==> src/rtl/fifo_uart_pkg.sv <==
// ============================================================================
// fifo_uart_pkg : shared state encoding and sizing helpers for fifo_uart_tx
// Revision      : 1.0
// ============================================================================
`default_nettype none

package fifo_uart_pkg;

  typedef enum logic [2:0] {
    IDLE   = 3'd0,
    START  = 3'd1,
    DATA   = 3'd2,
    PARITY = 3'd3,
    STOP   = 3'd4
  } tx_state_t;

  function automatic int clks_per_bit(input int clk_freq, input int baud_rate);
    return clk_freq / baud_rate;
  endfunction

  // Width of a counter/index that must hold 0..n-1.
  function automatic int idx_width(input int n);
    return (n > 1) ? $clog2(n) : 1;
  endfunction

endpackage

`default_nettype wire

==> src/rtl/uart_bit_timer.sv <==
// ============================================================================
// uart_bit_timer : free-running 0..CLKS_PER_BIT-1 counter with clear and last_clk
// Revision       : 1.0
// ============================================================================
`default_nettype none

module uart_bit_timer
  import fifo_uart_pkg::*;
#(
  parameter int CLKS_PER_BIT = 4
) (
  input  logic clk,
  input  logic reset,
  input  logic clear,
  output logic last_clk
);

  localparam int CNT_W = idx_width(CLKS_PER_BIT);

  logic [CNT_W-1:0] count;

  assign last_clk = (count == CNT_W'(CLKS_PER_BIT - 1));

  always_ff @(posedge clk or negedge reset) begin
    if (!reset) begin
      count <= '0;
    end else if (clear || last_clk) begin
      count <= '0;
    end else begin
      count <= count + 1'b1;
    end
  end

endmodule

`default_nettype wire

==> src/rtl/fifo_uart_tx.sv <==
// ============================================================================
// fifo_uart_tx : drains a FIFO read port and serialises each byte as a UART frame
//                Optional even-parity bit when FIFO_UART_TX_PARITY_EN is defined.
// Revision     : 1.0
// ============================================================================
`default_nettype none

module fifo_uart_tx
  import fifo_uart_pkg::*;
#(
  parameter int DATA_WIDTH = 8,
  parameter int CLK_FREQ   = 100_000_000,
  parameter int BAUD_RATE  = 9600
) (
  input  logic                  clk,
  input  logic                  reset,
  input  logic                  fifo_empty,
  input  logic [DATA_WIDTH-1:0] fifo_rd_data,
  output logic                  fifo_rd,
  output logic                  tx,
  output logic                  tx_busy,
  output logic                  frame_done
);

  localparam int              CLKS_PER_BIT = clks_per_bit(CLK_FREQ, BAUD_RATE);
  localparam int              IDX_W        = idx_width(DATA_WIDTH);
  localparam logic [IDX_W-1:0] LAST_IDX    = IDX_W'(DATA_WIDTH - 1);

  tx_state_t             state;
  logic [DATA_WIDTH-1:0] shift_reg;
  logic [IDX_W-1:0]      bit_idx;
  logic                  last_clk;
  logic                  timer_clear;
`ifdef FIFO_UART_TX_PARITY_EN
  logic                  parity_bit;
`endif

  // Holding the timer cleared in IDLE makes every state entry start at count 0.
  assign timer_clear = (state == IDLE);

  uart_bit_timer #(
    .CLKS_PER_BIT(CLKS_PER_BIT)
  ) u_bit_timer (
    .clk     (clk),
    .reset   (reset),
    .clear   (timer_clear),
    .last_clk(last_clk)
  );

  // Gated by reset so no pop can slip through while the FSM is held in reset.
  assign fifo_rd    = reset && !fifo_empty &&
                      ((state == IDLE) || ((state == STOP) && last_clk));
  assign tx_busy    = (state != IDLE);
  assign frame_done = (state == STOP) && last_clk;

  always_ff @(posedge clk or negedge reset) begin
    if (!reset) begin
      state      <= IDLE;
      tx         <= 1'b1;
      shift_reg  <= '0;
      bit_idx    <= '0;
`ifdef FIFO_UART_TX_PARITY_EN
      parity_bit <= 1'b0;
`endif
    end else if (fifo_rd) begin
      shift_reg  <= fifo_rd_data;
`ifdef FIFO_UART_TX_PARITY_EN
      parity_bit <= ^fifo_rd_data;
`endif
      bit_idx    <= '0;
      state      <= START;
      tx         <= 1'b0;
    end else if (last_clk) begin
      case (state)
        START: begin
          state <= DATA;
          tx    <= shift_reg[0];
        end
        DATA: begin
          shift_reg <= shift_reg >> 1;
          if (bit_idx == LAST_IDX) begin
`ifdef FIFO_UART_TX_PARITY_EN
            state <= PARITY;
            tx    <= parity_bit;
`else
            state <= STOP;
            tx    <= 1'b1;
`endif
          end else begin
            bit_idx <= bit_idx + 1'b1;
            tx      <= shift_reg[1];
          end
        end
`ifdef FIFO_UART_TX_PARITY_EN
        PARITY: begin
          state <= STOP;
          tx    <= 1'b1;
        end
`endif
        default: begin
          state <= IDLE;
          tx    <= 1'b1;
        end
      endcase
    end
  end

endmodule

`default_nettype wire

==> config.mk <==
export PLATFORM = sky130hd
export DESIGN_NAME = fifo_uart_tx
export DESIGN_NICKNAME = d
export VERILOG_FILES = /design/src/rtl/fifo_uart_pkg.sv /design/src/rtl/uart_bit_timer.sv /design/src/rtl/fifo_uart_tx.sv
export SDC_FILE = /design/constraint.sdc
export NUM_CORES = 1
export LEC_CHECK = 0
export CORE_ASPECT_RATIO = 1.4
export CORE_UTILIZATION = 29
export CTS_CLUSTER_SIZE = 28
export DETAILED_ROUTE_END_ITERATION = 10
export GPL_ROUTABILITY_DRIVEN = 0
export RECOVER_POWER = 50
export SYNTH_ARGS = -nofsm -noshare
export SYNTH_HDL_FRONTEND = slang
export SYNTH_SLANG_ARGS = --single-unit
==> constraint.sdc <==
create_clock -name clk -period 1.8 [get_ports clk]
set_input_delay 0.27 -clock clk [delete_from_list [all_inputs] [get_ports clk]]
set_output_delay 0.27 -clock clk [all_outputs]
set_load 0.01 [all_outputs]
==> results.sh <==
export IMPL_timing_rr_start="u_bit_timer.count[6]$_DFF_PN0_"
export IMPL_drv_cap=0
export IMPL_cp_required_ns=1.53
export IMPL_num_antenna_cells=0
export IMPL_min_delay_start="tx$_DFFE_PN1P_"
export IMPL_period_minus_slack_ns=1.89
export IMPL_firstDrtPassIters=4
export IMPL_violations="setup timing"
export IMPL_yosysTopAreaCell="dfrtp_1"
export IMPL_multi_input_area_um2=797
export IMPL_synth_top_cell_area_share=0.455
export IMPL_met2_length_um=1960
export IMPL_ys_seq_area_frac=0.472
export IMPL_ctsRootBufferMaster="clkbuf_8"
export IMPL_slowest_stage="dfrtp_1"
export IMPL_hold_path_class="flop to flop"
export IMPL_path_buf_inv=2
export IMPL_cp_start_kind="flop"
export IMPL_via_count=1301
export IMPL_rows=31
export IMPL_arrival_ns=1.62
export IMPL_rrSetupSlack_ns=-0.05
export IMPL_peakVddDrop_mv=0.515
export IMPL_skew_ns=0.00431
export IMPL_drt_wl_total_um=3540
export IMPL_crit_fanout=2
export IMPL_nNetsFinal=207
export IMPL_synth_xor_area_frac=0.0568
export IMPL_h_tree_depth=2
export IMPL_hold_depth=2
export IMPL_route_top_layer_used="met4"
export IMPL_ys_top_cells_by_count="dfrtp_1, nor2_1, mux2_2, nand3_1, nand2_1"
export IMPL_dp_cells=249
export IMPL_postSynthCellCount=144
export IMPL_utilization=0.409
export IMPL_grt_total_usage=0.146
export IMPL_fillers=497
export IMPL_maxSlewViolCount=0
export IMPL_synthAdderAreaFrac=0.0244
export IMPL_dieHeight_um=88.3
export IMPL_clockBufferDepth=2
export IMPL_path_cells="nor4b_4 -> buf_4 -> nand4_1 -> nor4_2 -> buf_2"
export IMPL_ff_latch_area_um2=727
export IMPL_num_io_pins=15
export IMPL_async_flop_share=1.00
export IMPL_synth_area_leaders="dfrtp_1, mux2_2, nor2_1, xnor2_1, xor2_1"
export IMPL_yosysUniqueCellTypes=38
export IMPL_hold_viol=0
export IMPL_portBuffers=14
export IMPL_grt_pass1_wl_um=6310
export IMPL_outcome="finished, violations left"
export IMPL_cp_startpoint="u_bit_timer.count[6]$_DFF_PN0_"
export IMPL_dominantRegCellSynth="dfrtp_1"
export IMPL_first_global_vias=1371
export IMPL_stdcell_area_um2=2110
export IMPL_antenna_found_initial=0
export IMPL_r2r_end="shift_reg[6]$_DFFE_PN0P_"
export IMPL_syn_num_nets=158
export IMPL_dieArea_um2=5610
export IMPL_leakage_nw=0.935
export IMPL_place_hpwl_um=2510
export IMPL_synth_top_family_by_area="simple AND/OR/NAND/NOR gates"
export IMPL_finalCritPeriodShare=1.05
export IMPL_drive_gt1_frac=0.345
export IMPL_overflow=0
export IMPL_setup_viol=7
export IMPL_critPathMaxStageDelay_ns=0.40
export IMPL_cts_tree="built"
export IMPL_synth_compound_area_frac=0.0885
export IMPL_routedWlPerCell_um=13.6
export IMPL_cpLargestDelayFamily="simple AND/OR/NAND/NOR gates"
export IMPL_max_slew_margin=0.496
export IMPL_synth_area_per_cell_um2=10.7
export IMPL_syn_area_um2=1540
export IMPL_clock_sinks=29
export IMPL_syn2layout_area_growth_pct=37.0
export IMPL_core_um2=5160
export IMPL_dp_slack_ns=-0.310
export IMPL_clk_pin_slew_worst_paths_ns=0.06
export IMPL_grt_max_degree=30
export IMPL_setup_ws_ns=-0.0899
export IMPL_cp_end_kind="output pin"
export IMPL_yosysWarnings=0
export IMPL_drc=0
export IMPL_clock_latency_ns=0.28
export IMPL_critPathKind="flop to output pin"
export IMPL_holdPathEnd="tx$_DFFE_PN1P_"
export IMPL_ys_ff_latch=29
export IMPL_clock_fmax_ghz=0.529
export IMPL_cts_made_buffers=5
export IMPL_wirelength_met1_um=1450
export IMPL_wl_met3_um=84
export IMPL_synth_simple_area_share=0.244
export IMPL_tightest_slew_ns=0.756
export IMPL_r2r_cells=6
export IMPL_die_w_um=63.6
export IMPL_instances_no_fill=260
export IMPL_critical_path_depth=5
export IMPL_dpl_cell_area_um2=1960
export IMPL_antenna_left=0
export IMPL_drt_iter0_markers=34
export IMPL_largest_register_ffs=14
export IMPL_synth_enable_flop_cells=0
export IMPL_synth_mux_area_frac=0.0731
export IMPL_initial_utilization=0.299
export IMPL_yosys_cell_count_top_type="dfrtp_1"
export IMPL_cellPowerDensity_nw_per_um2=960
export IMPL_fin_total_pwr_w=0.00203
export IMPL_grt_setup_unrepaired="yes"
export IMPL_vias_per_cell=5.00
==> worst reg2reg max path, stage by stage, from the launching register on <==
cell,delay [ns]
dfrtp_1,0.40
nor4b_4,0.31
buf_4,0.15
buf_4,0.11
nand4_4,0.16
mux2_4,0.34
mux2_4,0.26
==> how the worst max path moves through the flow <==
stage                               endpoint  slack [ns]
global placement                     fifo_rd       -0.34
finish                            frame_done       -0.09
detailed placement                   fifo_rd       -0.31
floorplan           shift_reg[1]$_DFFE_PN0P_       -0.02
CTS                               frame_done       -0.18
global route                      frame_done       -0.21
==> area by class of cell <==
cell class | count | share of cell area
Inverter | 2 | 0.00355
Sequential cell | 29 | 0.344
Tap cell | 66 | 0.0391
Multi-Input combinational cell | 105 | 0.377
Clock buffer | 8 | 0.0427
Timing Repair Buffer | 50 | 0.193
==> where the power goes <==
| part | switching (W) | total [W] | internal, W |
|---|---|---|---|
| clock network | 0.000248 | 0.000560 | 0.000311 |
| logic | 0.000228 | 0.000569 | 0.000341 |
| registers | 0.0000917 | 0.000899 | 0.000807 |
==> placed cells by master, fill, tap and decap left out, types with 4 or more instances in the layout <==
cell | netlist | layout
nand3_1 | 8 | 8
nand2_1 | 7 | 7
mux2_2 | 10 | 8
dfrtp_1 | 28 | 28
nor3_1 | 4 | 4
nor2_1 | 15 | 15
clkbuf_8 | 0 | 6
clkdlybuf4s50_1 | 0 | 10
buf_4 | 0 | 34
and3_1 | 5 | 5
xnor2_1 | 5 | 5
o21ai_0 | 6 | 6
nand4_1 | 4 | 4
xor2_1 | 5 | 5
a21oi_1 | 5 | 5
==> cell families (layout without fill, tap and decap cells) <==
group                    Yosys count  in the layout
AND/OR/NAND/NOR                   62             62
flip-flops                        29             29
AO/OA/AOI/OAI                     20             20
XOR/XNOR                          10             10
multiplexers                      10             10
buffers and inverters             10             60
adder cells (fa/ha/maj)            3              3
==> per-stage QoR <==
step                TNS (ns)  hold WS [ns]
global placement       -1.61         0.499
detailed placement     -1.44         0.507
finish                -0.224         0.511
global route          -0.855         0.527
CTS                   -0.328         0.464
floorplan            -0.0460       -0.0256
==> routing by layer <==
layer | track usage | vias to the layer above
li1 | - | 625
met1 | 0.158 | 647
met2 | 0.279 | 24
met3 | 0.0271 | 5
met4 | 0.0558 | 0
met5 | 0 | -
==> what timing repair did <==
item | in CTS | in global routing
resized for setup | 18 | 3
endpoints found under the hold margin | 0 | 0
hold buffers | 0 | 0
pin swaps | 4 | 3
setup endpoints to repair | 10 | 11
setup buffers | 3 | 2
(Power assumes the default switching activity.)
